==> config.mk <==
export PLATFORM = sky130hd
export DESIGN_NAME = fsm_xy_monitor
export DESIGN_NICKNAME = d
export VERILOG_FILES = /design/src/rtl/fsm_xy_monitor.sv
export SDC_FILE = /design/constraint.sdc
export NUM_CORES = 1
export LEC_CHECK = 0
export BUFFER_PORTS_ARGS = -buffer_cell sky130_fd_sc_hd__clkbuf_2
export CORE_MARGIN = 1
export CORE_UTILIZATION = 41
export DETAILED_ROUTE_END_ITERATION = 7
export SLEW_MARGIN = 20
export SYNTH_ARGS = -nofsm -noshare
export SYNTH_HDL_FRONTEND = slang
export SYNTH_SLANG_ARGS = --single-unit
==> constraint.sdc <==
create_clock -name clk -period 2.5 [get_ports clk]
set_clock_uncertainty 0.2 [all_clocks]
set_input_delay 0 -clock clk [delete_from_list [all_inputs] [get_ports clk]]
set_output_delay 0 -clock clk [all_outputs]
set_load 0.005 [all_outputs]
==> src/rtl/fsm_xy_monitor.sv <==
// fsm_xy_monitor: observer for the {x,y} output code of the two-in/two-out
// FSM stage. It keeps saturating statistics on the sampled code stream and
// flags each completion of the Gray walk 00 -> 01 -> 11 -> 10.
//
// Ports:
//   clk      in   posedge clock
//   rst      in   asynchronous active-high reset
//   en       in   sample enable
//   x, y     in   observed code bits, code = {x,y}
//   clr      in   synchronous clear of statistics and detector state
//   rd_en    in   single-cycle read request
//   rd_sel   in   [2:0] read select: 0..3 cnt0..cnt3, 4 max_run,
//                 5 trans, 6 hits, 7 zero
//   rd_data  out  [CNT_W-1:0] registered read data, held while idle
//   rd_valid out  one-cycle pulse qualifying rd_data
//   seq_hit  out  one-cycle pulse after the edge that sampled the final 10
module fsm_xy_monitor #(
    parameter int CNT_W = 8
) (
    input  logic             clk,
    input  logic             rst,
    input  logic             en,
    input  logic             x,
    input  logic             y,
    input  logic             clr,
    input  logic             rd_en,
    input  logic [2:0]       rd_sel,
    output logic [CNT_W-1:0] rd_data,
    output logic             rd_valid,
    output logic             seq_hit
);

    typedef enum logic [1:0] {
        ST_IDLE,
        ST_S00,
        ST_S01,
        ST_S11
    } state_t;

    localparam logic [CNT_W-1:0] CNT_MAX  = '1;
    localparam logic [CNT_W-1:0] CNT_ZERO = '0;
    localparam logic [CNT_W-1:0] CNT_ONE  = {{(CNT_W-1){1'b0}}, 1'b1};

    function automatic logic [CNT_W-1:0] sat_inc(
        input logic [CNT_W-1:0] v
    );
        return (v == CNT_MAX) ? v : v + CNT_ONE;
    endfunction

    // ---------------------------------------------------------------
    // Registers
    // ---------------------------------------------------------------
    state_t           r_state;
    logic [CNT_W-1:0] r_cnt0;
    logic [CNT_W-1:0] r_cnt1;
    logic [CNT_W-1:0] r_cnt2;
    logic [CNT_W-1:0] r_cnt3;
    logic [CNT_W-1:0] r_trans;
    logic [CNT_W-1:0] r_run;
    logic [CNT_W-1:0] r_max;
    logic [CNT_W-1:0] r_hits;
    logic [1:0]       r_prev_code;
    logic             r_prev_valid;
    logic             r_seq_hit;
    logic [CNT_W-1:0] r_rd_data;
    logic             r_rd_valid;

    // ---------------------------------------------------------------
    // Combinational helpers
    // ---------------------------------------------------------------
    state_t           w_state_nxt;
    logic             w_hit;
    logic [1:0]       w_code;
    logic             w_sample;
    logic             w_same;
    logic             w_changed;
    logic [CNT_W-1:0] w_run_nxt;
    logic [CNT_W-1:0] w_rd_mux;

    assign w_code   = {x, y};
    // clr has priority: a sample in a clearing cycle is discarded.
    assign w_sample = en & ~clr;

    // Comparisons against the previous code only mean something once a
    // sample has been taken since reset/clear.
    assign w_same    = r_prev_valid & (w_code == r_prev_code);
    assign w_changed = r_prev_valid & (w_code != r_prev_code);
    assign w_run_nxt = w_same ? sat_inc(r_run) : CNT_ONE;

    // ---------------------------------------------------------------
    // Walk detector: state register
    // ---------------------------------------------------------------
    always_ff @(posedge clk or posedge rst) begin
        if (rst) begin
            r_state <= ST_IDLE;
        end else begin
            r_state <= w_state_nxt;
        end
    end

    // ---------------------------------------------------------------
    // Walk detector: next state / hit decode
    // A 00 from any state restarts the walk, which lets an aborted
    // walk overlap with a fresh one.
    // ---------------------------------------------------------------
    always_comb begin
        w_state_nxt = r_state;
        w_hit       = 1'b0;
        if (clr) begin
            w_state_nxt = ST_IDLE;
        end else if (en) begin
            case (r_state)
                ST_IDLE: begin
                    if (w_code == 2'b00) w_state_nxt = ST_S00;
                    else                 w_state_nxt = ST_IDLE;
                end
                ST_S00: begin
                    if (w_code == 2'b00)      w_state_nxt = ST_S00;
                    else if (w_code == 2'b01) w_state_nxt = ST_S01;
                    else                      w_state_nxt = ST_IDLE;
                end
                ST_S01: begin
                    if (w_code == 2'b00)      w_state_nxt = ST_S00;
                    else if (w_code == 2'b11) w_state_nxt = ST_S11;
                    else                      w_state_nxt = ST_IDLE;
                end
                ST_S11: begin
                    if (w_code == 2'b00) begin
                        w_state_nxt = ST_S00;
                    end else if (w_code == 2'b10) begin
                        w_state_nxt = ST_IDLE;
                        w_hit       = 1'b1;
                    end else begin
                        w_state_nxt = ST_IDLE;
                    end
                end
                default: w_state_nxt = ST_IDLE;
            endcase
        end
    end

    // ---------------------------------------------------------------
    // Per-code occurrence counters
    // ---------------------------------------------------------------
    always_ff @(posedge clk or posedge rst) begin
        if (rst) begin
            r_cnt0 <= CNT_ZERO;
            r_cnt1 <= CNT_ZERO;
            r_cnt2 <= CNT_ZERO;
            r_cnt3 <= CNT_ZERO;
        end else if (clr) begin
            r_cnt0 <= CNT_ZERO;
            r_cnt1 <= CNT_ZERO;
            r_cnt2 <= CNT_ZERO;
            r_cnt3 <= CNT_ZERO;
        end else if (w_sample) begin
            case (w_code)
                2'b00:   r_cnt0 <= sat_inc(r_cnt0);
                2'b01:   r_cnt1 <= sat_inc(r_cnt1);
                2'b10:   r_cnt2 <= sat_inc(r_cnt2);
                default: r_cnt3 <= sat_inc(r_cnt3);
            endcase
        end
    end

    // ---------------------------------------------------------------
    // Transitions, run length and previous-code tracking
    // ---------------------------------------------------------------
    always_ff @(posedge clk or posedge rst) begin
        if (rst) begin
            r_trans      <= CNT_ZERO;
            r_run        <= CNT_ZERO;
            r_max        <= CNT_ZERO;
            r_prev_code  <= 2'b00;
            r_prev_valid <= 1'b0;
        end else if (clr) begin
            r_trans      <= CNT_ZERO;
            r_run        <= CNT_ZERO;
            r_max        <= CNT_ZERO;
            r_prev_code  <= 2'b00;
            r_prev_valid <= 1'b0;
        end else if (w_sample) begin
            if (w_changed) begin
                r_trans <= sat_inc(r_trans);
            end
            r_run <= w_run_nxt;
            // max_run tracks the freshly updated run in the same edge.
            if (w_run_nxt > r_max) begin
                r_max <= w_run_nxt;
            end
            r_prev_code  <= w_code;
            r_prev_valid <= 1'b1;
        end
    end

    // ---------------------------------------------------------------
    // Hit counter and hit pulse
    // ---------------------------------------------------------------
    always_ff @(posedge clk or posedge rst) begin
        if (rst) begin
            r_hits    <= CNT_ZERO;
            r_seq_hit <= 1'b0;
        end else if (clr) begin
            r_hits    <= CNT_ZERO;
            r_seq_hit <= 1'b0;
        end else begin
            r_seq_hit <= w_sample & w_hit;
            if (w_sample && w_hit) begin
                r_hits <= sat_inc(r_hits);
            end
        end
    end

    // ---------------------------------------------------------------
    // Read port: the mux sees register outputs, so a read returns the
    // value from before any update (including a clear) on that edge.
    // ---------------------------------------------------------------
    always_comb begin
        w_rd_mux = CNT_ZERO;
        case (rd_sel)
            3'd0:    w_rd_mux = r_cnt0;
            3'd1:    w_rd_mux = r_cnt1;
            3'd2:    w_rd_mux = r_cnt2;
            3'd3:    w_rd_mux = r_cnt3;
            3'd4:    w_rd_mux = r_max;
            3'd5:    w_rd_mux = r_trans;
            3'd6:    w_rd_mux = r_hits;
            default: w_rd_mux = CNT_ZERO;
        endcase
    end

    always_ff @(posedge clk or posedge rst) begin
        if (rst) begin
            r_rd_data  <= CNT_ZERO;
            r_rd_valid <= 1'b0;
        end else begin
            r_rd_valid <= rd_en;
            if (rd_en) begin
                r_rd_data <= w_rd_mux;
            end
        end
    end

    assign rd_data  = r_rd_data;
    assign rd_valid = r_rd_valid;
    assign seq_hit  = r_seq_hit;

endmodule

# Word level (Yosys, flattened, before mapping)
# Index checks and enable logic that the tools add are counted.
[word_totals]
in_bits = 10
regBits = 79
[classes]
n_reduce_logical = 21
n_addsub = 7
eq_ne = 28
n_lt_le_gt_ge = 1
bitwise_logic = 5
n_mux = 49
[op_table]
columns = ["operator", "count"]
rows = [
  ["$mux W8", 30],
  ["$add A8 B1 Y8 const B", 7],
  ["$eq A8 B8 Y1 const B", 7],
  ["$pmux W8 S7", 1],
  ["$mux W2", 8],
  ["$reduce_bool A2 Y1", 8],
  ["$reduce_and A3 Y1", 5],
  ["$ne A2 B2 Y1 const B", 6],
  ["$eq A3 B3 Y1 const B", 3],
  ["$mux W1", 9],
  ["$eq A2 B2 Y1 const B", 4],
  ["$gt A8 B8 Y1", 1],
  ["$eq A3 B2 Y1 const B", 2],
  ["$pmux W2 S3", 1],
  ["$and A1 B1 Y1", 4],
  ["$eq A2 B1 Y1 const B", 2],
  ["$logic_not A2 Y1", 2],
  ["$reduce_and A2 Y1", 2],
  ["$eq A3 B1 Y1 const B", 1],
  ["$logic_not A3 Y1", 1],
  ["$reduce_or A3 Y1", 1],
  ["$eq A2 B2 Y1", 1],
  ["$ne A2 B1 Y1 const B", 1],
  ["$ne A2 B2 Y1", 1],
  ["other kinds (3)", 3],
]

# Logic depth before layout (Yosys ltp)
[depth]
word_depth = 9
mapped_depth = 12
depth_no_buf = 11

# Worst setup path after synthesis
# Ideal clock, no wire load.
[synth_path]
path_kind = "register -> register"
start = "register r_run[0]"
end = "register r_max[3]"
path_stages_with_launch = 12
t_arrival_ps = 2533
t_required_ps = 2223
slack_ps = -311
path_cell_list = "dfrtp_1 ha_1 and2_2 nor3_1 a211oi_2 ha_1 o21a_1 a21oi_2 and3_1 buf_6 or4_1 a21oi_1"
[synth_between]
elab_chain_len = 6
[synth_rtl]
columns = ["item", "line", "text"]
rows = [
  ["start: declaration", "59", "logic [CNT_W-1:0] r_run;"],
  ["start signal: assignment", "186", "r_run <= w_run_nxt;"],
  ["$add A8 B1 Y8 / $eq A8 B8 Y1 (equally long branches)", "47", "return (v == CNT_MAX) ? v : v + CNT_ONE;"],
  ["$mux W8 (*)", "47", ""],
  ["$mux W8 (*)", "88", "assign w_run_nxt = w_same ? sat_inc(r_run) : CNT_ONE;"],
  ["$gt A8 B8 Y1 / $mux W8 (equally long branches)", "188", "if (w_run_nxt > r_max) begin"],
  ["$reduce_bool A2 Y1 (no line) / $mux W8 (equally long branches)", "--", ""],
  ["$reduce_and A2 Y1 (no line) / $mux W8 (equally long branches)", "--", ""],
  ["end signal: assignment", "189", "r_max <= w_run_nxt;"],
  ["end: declaration", "60", "logic [CNT_W-1:0] r_max;"],
]
# Mark *: on every way between the ends. The rest lies on a longest branch, timed or not. The select of a mux whose other input is x is not followed.
# A chain may end at the register's enable or synchronous reset.

# Worst setup path in the final report
[layout_path]
start = "register r_run[5]"
end = "register r_max[3]"
# The elaborated chain is that of the path after synthesis.

==> flow_metrics.env <==
export IMPL_start_util_pct=42.8
export IMPL_p_per_area_nw_per_um2=495
export IMPL_fillerInstances=952
export IMPL_layout_cells_non_filler=697
export IMPL_critPathLaunchType="register"
export IMPL_hold_class="in2async"
export IMPL_r2r_cells=9
export IMPL_grt_overflow=0
export IMPL_cp_slowest_cell="or4_1"
export IMPL_finalWorstSetupSlack_ps=-348
export IMPL_crit_required_ps=2560
export IMPL_synth_edff_count=0
export IMPL_fmax_mhz=351
export IMPL_finalCoreUtilization_pct=52.7
export IMPL_core_sq_um=11100
export IMPL_crit_top_cell="a21oi_1"
export IMPL_hpwl_microns=7830
export IMPL_reg2reg_slack_ps=-350
export IMPL_synth_fa_ha_area_share_pct=6.59
export IMPL_violations="negative setup slack"
export IMPL_die_w_microns=110
export IMPL_synth_cell_types=58
export IMPL_numCtsBuffers=9
export IMPL_grt_max_degree=71
export IMPL_cp_cell_sequence="and4_2, a21oi_1, a211oi_2, ha_1, nand4_1, o21ai_2, a21o_2, or4_1, a21oi_1"
export IMPL_antenna_found_initial=0
export IMPL_synth_compound_area_share_pct=10.7
export IMPL_yosysWarnings=0
export IMPL_syn_area_sq_um=4740
export IMPL_grt_use_met2_pct=33.8
export IMPL_syn_area_per_cell_sq_um=9.56
export IMPL_synth_xor_area_share_pct=8.44
export IMPL_final_cell_mix="dfrtp_1, nor2_1, buf_4, nand2_1, mux2i_1"
export IMPL_clk_pin_slew_ps=60
export IMPL_vias_per_cell=5.49
export IMPL_yosys_register_bits=79
export IMPL_drv_cap=0
export IMPL_gp_congestion=0.893
export IMPL_crit_buf_inv=0
export IMPL_nets=588
export IMPL_slowest_delay_ps=470
export IMPL_drt_first_pass_iters=4
export IMPL_ys_top_cells_by_area="dfrtp_1, ha_1, mux2i_1"
export IMPL_critical_path_depth=9
export IMPL_layout_commonest_cell="dfrtp_1"
export IMPL_routed_wl_microns=11300
export IMPL_wire_per_inst_microns=16.2
export IMPL_insertedDiodeCount=0
export IMPL_clkSinkCount=79
export IMPL_max_vdd_ir_drop_mv=0.512
export IMPL_layout_worst_path_cycle_share_pct=114
export IMPL_finalMaxSlewViolations=0
export IMPL_yosys_area_share_simple_pct=19.3
export IMPL_synth_top_area_share_pct=41.7
export IMPL_insertion_delay_ps=340
export IMPL_grt_pass1_wl_microns=18100
export IMPL_hold_violations=0
export IMPL_drc=0
export IMPL_busiest_layer="met2"
export IMPL_io_pins=20
export IMPL_period_minus_slack_ps=2850
export IMPL_cts_max_path_buffers=2
export IMPL_cellLeakagePower_nw=2.50
export IMPL_layout_drive_gt1_share_pct=22.3
export IMPL_syn_to_final_growth_pct=23.0
export IMPL_fin_hold_ws_ps=37.8
export IMPL_relSlewSlack_pct=48.9
export IMPL_grt_use_met3_pct=5.87
export IMPL_grt_use_met1_pct=25.3
export IMPL_crit_type="reg2reg"
export IMPL_synthMuxAreaShare_pct=8.55
export IMPL_tightest_slew_ps=766
export IMPL_setup_viol=8
export IMPL_first_global_vias=3634
export IMPL_die_height_microns=110
export IMPL_io_buffers=19
export IMPL_yosys_area_top_type="dfrtp_1"
export IMPL_die_area_sq_um=12000
export IMPL_pre_cts_ws_ps=-286
export IMPL_critical_path_top_delay_family="simple AND/OR/NAND/NOR gates"
export IMPL_rsz0062_at_grt="true"
export IMPL_synthArstFlopShare_pct=100
export IMPL_worstPathArrival_ps=2910
export IMPL_grtUsageTotal_pct=20.2
export IMPL_postSynthNetCount=531
export IMPL_seq_area_frac_synth_pct=41.7
export IMPL_crit_path_max_fanout=5
export IMPL_synth_cells=496
export IMPL_ys_flop_type="dfrtp_1"
export IMPL_h_tree_depth=3
export IMPL_rows=38
export IMPL_synth_top_family_by_area="simple AND/OR/NAND/NOR gates"
export IMPL_cts_tree="built"
export IMPL_crit_path_end_kind="register"
export IMPL_antenna_left=0
export IMPL_dp_cells=666
export IMPL_dr_first_iter_drc_count=216
export IMPL_clockRootBuffer="clkbuf_16"
export IMPL_via_count=3824
export IMPL_outcome="finished, violations left"
## cell families after synthesis
logic type / after synthesis
adders and majority gates: 25
buffers and inverters: 47
and+or+nand+nor: 189
xor gates and xnor gates: 44
muxes: 34
DFF: 79
AOI/OAI and AO/OA: 78
## worst min-delay path, stage by stage
cell           delay, ps
dlygate4sd3_1        530
clkbuf_2             110
clkinv_2             400
## worst paths after layout
path	from	endpoint
max in group asynchronous	rst	r_run[7]$_DFFE_PP0P_
worst min-delay path	rst	rd_data[1]$_DFFE_PP0P_
worst max register to register	r_run[5]$_DFFE_PP0P_	r_max[3]$_DFFE_PP0P_
worst min register to register	rd_data[3]$_DFFE_PP0P_	rd_data[3]$_DFFE_PP0P_
min in group clk	rd_sel[0]	rd_data[3]$_DFFE_PP0P_
worst max-delay path	r_run[5]$_DFFE_PP0P_	r_max[3]$_DFFE_PP0P_
## report_power, final
part	switching, W	leakage, nW	internal (W)
Clock	0.000517	0.141	0.000794
Combinational	0.000157	1.27	0.000102
Sequential	0.0000191	1.09	0.00130
## area by class of cell
type                            instances  area (sq um)  share of cell area [%]
Clock buffer                           10           239                    4.10
Clock inverter                          5          58.8                    1.01
Inverter                               25          95.1                    1.63
Multi-Input combinational cell        370          2780                    47.7
Sequential cell                        79          1980                    33.9
Tap cell                              140           175                    3.00
Timing Repair Buffer                   68           505                    8.66
## metal layers
metal	routed length, microns	share of wire (%)	vias to the layer above
li1	-	-	1859
met3	388	3.4	10
met2	5680	50	74
met1	5120	45	1881
met4	137	1.2	0
met5	0	0	-
## cells in the mapped netlist, types with 2 or more instances
master	instances
o211ai_1	2
xor2_1	20
ha_1	25
xnor2_2	2
a211oi_1	2
buf_2	7
a311oi_1	2
mux2i_1	27
clkbuf_8	2
a211oi_2	2
clkbuf_1	8
or3_1	4
mux4_2	5
a21oi_1	21
mux2_2	2
and3b_1	2
a41oi_1	2
nand2_1	34
dfrtp_1	79
nor3_1	8
nand3_1	26
inv_1	25
o21ai_0	21
nor3b_1	3
nor4_1	5
nor2_1	70
nand4_1	18
and3_1	6
buf_6	2
buf_1	2
o21ai_1	2
o211a_1	2
and4_1	3
xnor2_1	22
nor2b_1	3
o22ai_1	8
## what timing repair did
item / in CTS / in global routing
gates cloned: 0 / 0
setup endpoints to repair: 8 / 8
hold endpoints to repair: 48 / 0
gates resized for setup: 16 / 27
buffers inserted: 5 / 6
hold buffers: 6 / 0
pin swaps: 16 / 20
## per-stage QoR
stage	TNS [ps]	total power, W	cell area [sq um]
after global placement	-1370	0.00156	5170
after global routing	-2670	0.00302	5840
after CTS	-1110	0.00291	5650
after detailed placement	-2080	0.00156	5170
after floorplan	-672	0.00149	4770
final	-1940	0.00289	5840
No activity file was read; power rests on OpenSTA's default activity.
